<file path="src/rtl/bnn_frame_controller.sv">
// SPI image receiver and BNN handshake controller: one chip-select frame fills img_data,
// which is offered to the BNN core; the class result is then held until the host acks it.
// Optional replay of the current image on debug_trigger: define BNN_FRAME_CTRL_DEBUG_EN.
module bnn_frame_controller #(
  parameter int IMG_BITS    = 900,
  parameter int RESULT_W    = 4,
  parameter int SYNC_STAGES = 2
) (
  input  logic                clk,
  input  logic                rst,
  input  logic                SCLK,
  input  logic                COPI,
  input  logic                spi_cs_n,
  output logic [IMG_BITS-1:0] img_data,
  output logic                img_valid,
  input  logic                img_ready,
  input  logic                bnn_valid,
  input  logic [RESULT_W-1:0] bnn_result,
  output logic [RESULT_W-1:0] result_out,
  output logic                result_ready,
  input  logic                result_ack,
  output logic                send_image,
  output logic                status_ready,
  output logic                frame_error,
  input  logic                debug_trigger
);

  localparam int CNT_W = $clog2(IMG_BITS + 2);
  localparam logic [CNT_W-1:0] FULL_CNT = CNT_W'(IMG_BITS);
  localparam logic [CNT_W-1:0] OVF_CNT  = CNT_W'(IMG_BITS + 1);

  typedef enum logic [2:0] {
    IDLE,
    RECEIVE,
    ISSUE,
    WAIT_RESULT,
    RESULT
  } state_t;

  state_t state, state_next;

  logic [SYNC_STAGES-1:0] sclk_sync, copi_sync, cs_sync;
  logic                   sclk_prev, cs_prev;
  logic                   sclk_rise, cs_fall, cs_rise, cs_level, copi_bit;
  logic [CNT_W-1:0]       count, count_next;
  logic                   bit_write, frame_bad, dbg_rise;

  // cs synchroniser resets high so that a released bus never looks like a frame start
  always_ff @(posedge clk or posedge rst) begin
    if (rst) begin
      sclk_sync <= '0;
      copi_sync <= '0;
      cs_sync   <= '1;
      sclk_prev <= 1'b0;
      cs_prev   <= 1'b1;
    end else begin
      sclk_sync <= {sclk_sync[SYNC_STAGES-2:0], SCLK};
      copi_sync <= {copi_sync[SYNC_STAGES-2:0], COPI};
      cs_sync   <= {cs_sync[SYNC_STAGES-2:0], spi_cs_n};
      sclk_prev <= sclk_sync[SYNC_STAGES-1];
      cs_prev   <= cs_sync[SYNC_STAGES-1];
    end
  end

  assign cs_level  = cs_sync[SYNC_STAGES-1];
  assign copi_bit  = copi_sync[SYNC_STAGES-1];
  assign sclk_rise = sclk_sync[SYNC_STAGES-1] & ~sclk_prev;
  assign cs_fall   = ~cs_level & cs_prev;
  assign cs_rise   = cs_level & ~cs_prev;

`ifdef BNN_FRAME_CTRL_DEBUG_EN
  logic dbg_r, dbg_q;

  always_ff @(posedge clk or posedge rst) begin
    if (rst) begin
      dbg_r <= 1'b0;
      dbg_q <= 1'b0;
    end else begin
      dbg_r <= debug_trigger;
      dbg_q <= dbg_r;
    end
  end

  assign dbg_rise = dbg_r & ~dbg_q;
`else
  logic unused_debug;

  assign unused_debug = debug_trigger;
  assign dbg_rise     = 1'b0;
`endif

  always_ff @(posedge clk or posedge rst) begin
    if (rst) state <= IDLE;
    else     state <= state_next;
  end

  // A bit arriving together with cs rise is counted before the frame length is judged
  always_comb begin
    state_next = state;
    count_next = count;
    bit_write  = 1'b0;
    frame_bad  = 1'b0;
    case (state)
      IDLE: begin
        if (cs_fall) begin
          count_next = '0;
          state_next = RECEIVE;
        end else if (dbg_rise) begin
          state_next = ISSUE;
        end
      end
      RECEIVE: begin
        if (sclk_rise && (!cs_level || cs_rise)) begin
          if (count < FULL_CNT) begin
            bit_write  = 1'b1;
            count_next = count + 1'b1;
          end else begin
            count_next = OVF_CNT;
          end
        end
        if (cs_rise) begin
          if (count_next == FULL_CNT) begin
            state_next = ISSUE;
          end else begin
            state_next = IDLE;
            frame_bad  = 1'b1;
          end
        end
      end
      ISSUE: begin
        if (img_ready) state_next = WAIT_RESULT;
      end
      WAIT_RESULT: begin
        if (bnn_valid) state_next = RESULT;
      end
      RESULT: begin
        if (result_ack) state_next = IDLE;
      end
      default: state_next = IDLE;
    endcase
  end

  always_ff @(posedge clk or posedge rst) begin
    if (rst) begin
      count       <= '0;
      img_data    <= '0;
      result_out  <= '0;
      frame_error <= 1'b0;
    end else begin
      count       <= count_next;
      frame_error <= frame_bad;
      if (state == WAIT_RESULT && bnn_valid) result_out <= bnn_result;
      for (int i = 0; i < IMG_BITS; i++) begin
        if (bit_write && count == CNT_W'(i)) img_data[i] <= copi_bit;
      end
    end
  end

  assign img_valid    = (state == ISSUE);
  assign result_ready = (state == RESULT);
  assign send_image   = (state == IDLE);
  assign status_ready = (state == IDLE) || (state == RECEIVE);

endmodule

</file>
<file path="config.mk">
export PLATFORM = sky130hd
export DESIGN_NAME = bnn_frame_controller
export DESIGN_NICKNAME = d
export VERILOG_FILES = /design/src/rtl/bnn_frame_controller.sv
export SDC_FILE = /design/constraint.sdc
export NUM_CORES = 2
export LEC_CHECK = 0
export CORE_AREA = 2 2 359 361
export DETAILED_ROUTE_END_ITERATION = 10
export DIE_AREA = 0 0 361 363
export PLACE_DENSITY = 0.56
export SYNTH_ARGS = -nofsm -noshare
export SYNTH_HDL_FRONTEND = slang
export SYNTH_SLANG_ARGS = --single-unit
</file>
<file path="constraint.sdc">
create_clock -name clk -period 29.8 [get_ports clk]
set_clock_uncertainty 0.15 [all_clocks]
set_input_delay 5.96 -clock clk [delete_from_list [all_inputs] [get_ports clk]]
set_output_delay 5.96 -clock clk [all_outputs]
set_load 0.02 [all_outputs]
</file>
==> summary.md <==
| Metric | Value |
|---|---|
| Worst VDD drop | `0.00004653 V` |
| DPL Wire Length | `101600 um` |
| Rows | `131` |
| First-pass GRT wire length | `216800 um` |
| Gr ovfl total | `0` |
| Per-cell routed wire length | `25.51 um` |
| Synthesized flop and latch total | `926` |
| Top FF cell, synth | `dfrtp_1` |
| Die X | `361 um` |
| Initial antenna violation count | `9` |
| Clk sinks | `926` |
| Clock Pin Slew Worst Setup and Hold Paths | `0.06 ns` |
| CTS resizes | `0` |
| Die Height | `363 um` |
| Worst-Margin Slew | `1.165 ns` |
| Total wire length | `152500 um` |
| Post-CTS Setup Inserts | `0` |
| Share of cells above drive strength 1 | `21.86%` |
| Final nets | `4243` |
| # DRC | `0` |
| Fillers | `12100` |
| Most frequent cells in the layout | `dfrtp_1, clkdlybuf4s50_1, nor2_1, mux2_2, nand2_1` |
| Crit Path Max Fanout | `164` |
| CTS H-tree lvls | `3` |
| Multiplexer share of the synthesized area | `25.55%` |
| Worst hold slack | `0.1975 ns` |
| Clock Root Buffer | `clkbuf_16` |
| Compound-Gate Fraction of Synth Area | `0.7499%` |
| Critical path class | `in2async` |
| Fmax | `105.9 MHz` |
| Ports | `922` |
| Core Area | `0.1270 mm^2` |
| Power Density | `50.48 mW/mm^2` |
| Die area | `0.1310 mm^2` |
| PortBufs | `920` |
| Initial Util | `31.39%` |
| Mapped cell area | `0.03988 mm^2` |
| Slew headroom | `22.34%` |
| Final cycle utilization of the critical path | `31.69%` |
| Cell taking the most area after synthesis | `dfrtp_1` |
| Final hold violations | `0` |
| Post-synthesis sequential area ratio | `58.12%` |
| Arrival time at the worst endpoint | `10.00 ns` |
| Top cell type's share of synthesized area | `57.92%` |
| CP Capture Type | `async pin` |
| ANT nets after route | `0` |
| Simple-gate share of the synthesized area | `12.46%` |
| Total GRT Usage | `22.70%` |
| Setup violations, final | `0` |
| CTS tree | `done` |
| Total CTS buffers | `107` |
| XOR/XNOR share of the synthesized area | `0%` |
| Hold Buf Count CTS | `0` |
| Worst-Skew Late Latency | `0.72 ns` |
| Crit path launch type | `primary input` |
| WP data required | `30.36 ns` |
| Post-synthesis adder-cell area fraction | `0.1255%` |
| RePlAce Congestion | `0.8043` |
| Fraction of registers with async set/reset | `100.0%` |
| Synthesized instance count | `3403` |
| Status | `complete, no violations` |
| YS warnings | `0` |
| Pin count of the biggest net entering global routing | `249` |
| Mapped Nets | `3420` |
| Drt pass-1 iters | `5` |
| Maximum root-to-sink buffer count | `3` |
| Worst hold path type | `reg2reg` |
| Initial DRC count | `1844` |
| Post-layout util | `42.53%` |
| Unique masters post-synth | `50` |
| Routed vias | `28830` |
| Commonest non-fill, non-tap cell in the layout | `dfrtp_1` |
| Slew Viols, Final | `0` |
| Pleak | `23.99 nW` |
| Vias in the first global route | `28930` |
| RSZ-0062 raised after global routing | `no` |
| Min-Delay Path Depth | `0` |
| Vias per std cell | `4.822` |
| Avg Inst Size Synth | `11.72 um^2` |
| Top post-synthesis cells by area | `dfrtp_1, mux2_2, nor2_1` |
| Post-synth EDFFs | `0` |
| Area added between synthesis and finish | `35.48%` |
| Tmin final | `9.444 ns` |
| # Max-Cap Violations | `0` |
| Sum Neg Setup Slack | `0 ns` |
| Main combinational cell family by area after synthesis | `multiplexers` |
| Worst reg2reg path depth | `4` |
==> metrics by stage <==
stage	setup slack, ns	instances	cell area, um^2	total power, mW
floorplan	10.95	3403	39880	1.367
global placement	19.48	5779	50500	1.425
detailed placement	19.50	5779	50500	1.425
CTS	20.30	5976	54020	2.766
global route	19.81	5976	54020	2.825
finish	20.36	5978	54030	2.727
==> sequential cells by signal, indices dropped and copies added (netlist names) <==
name / cells
sclk_prev: 1
cs_prev: 1
count: 10
state: 3
cs_sync: 2
copi_sync: 2
result_out: 4
sclk_sync: 2
img_data: 900
frame_error: 1
==> Yosys cell counts, types with 4 or more instances <==
master / n
nor2_1: 779
a21oi_1: 9
buf_6: 18
a21o_1: 4
nand2_1: 413
ha_1: 4
a22o_1: 4
and2_1: 14
buf_2: 70
or2_2: 5
nor2b_1: 6
and3_1: 7
nand2b_1: 8
clkbuf_1: 158
mux2_1: 209
nor3_1: 4
inv_1: 7
o21ai_0: 11
mux2_2: 695
nand4_1: 7
nand3_1: 8
dfrtp_1: 923
==> final timing paths <==
path | from | slack (ns) | end
min reg2reg | copi_sync[0]$_DFF_PP0_ | 0.20 | copi_sync[1]$_DFF_PP0_
max reg2reg | copi_sync[1]$_DFF_PP0_ | 25.63 | img_data[3]$_DFFE_PP0P_
max in group clk | state[2]$_DFFE_PP0P_ | 21.50 | img_valid
max | rst | 20.36 | img_data[109]$_DFFE_PP0P_
min in group asynchronous | rst | 5.44 | img_data[260]$_DFFE_PP0P_
min | copi_sync[0]$_DFF_PP0_ | 0.20 | copi_sync[1]$_DFF_PP0_
==> kinds of logic (layout without fill, tap and decap cells) <==
family,count (synthesis),count (layout)
AO/OA/AOI/OAI,44,44
adder cells (fa/ha/maj),4,4
buffers and inverters,258,1169
flip-flops,926,926
multiplexers,905,905
other,0,2
AND/OR/NAND/NOR,1266,1266
==> final cells by class <==
cell class	count	area, um^2	share of cell area [%]
diodes	2	5.005	0.009264
clock buffers	167	3156	5.841
clock inverters	30	365.4	0.6762
inverters	7	30.03	0.05558
multi-input cells	2219	15600	28.88
flip-flops and latches	926	23180	42.90
well taps	1662	2079	3.849
repair buffers	965	9609	17.79
==> report_power, final <==
group	internal, mW	switching, mW	leakage [nW]
registers	1.26	0.00688	12.9
logic	0.0233	0.106	9.36
clock network	0.778	0.550	1.72
total	2.06	0.663	24.0
==> per-layer routing <==
| metal | vias up | GRT usage, % | wire [um] |
|---|---|---|---|
| met5 | - | 0 | 27 |
| met4 | 4 | 8.138 | 5199 |
| met3 | 200 | 7.269 | 12270 |
| met2 | 850 | 36.76 | 72040 |
| met1 | 14850 | 28.42 | 62940 |
| li1 | 12930 | - | - |
==> worst max-delay path: stages <==
cell and delay (ns):
clkdlybuf4s50_1 0.44, clkinvlp_4 0.32, buf_4 0.69, buf_12 0.56
buf_12 0.60, buf_4 0.87
(Power assumes the default switching activity.)
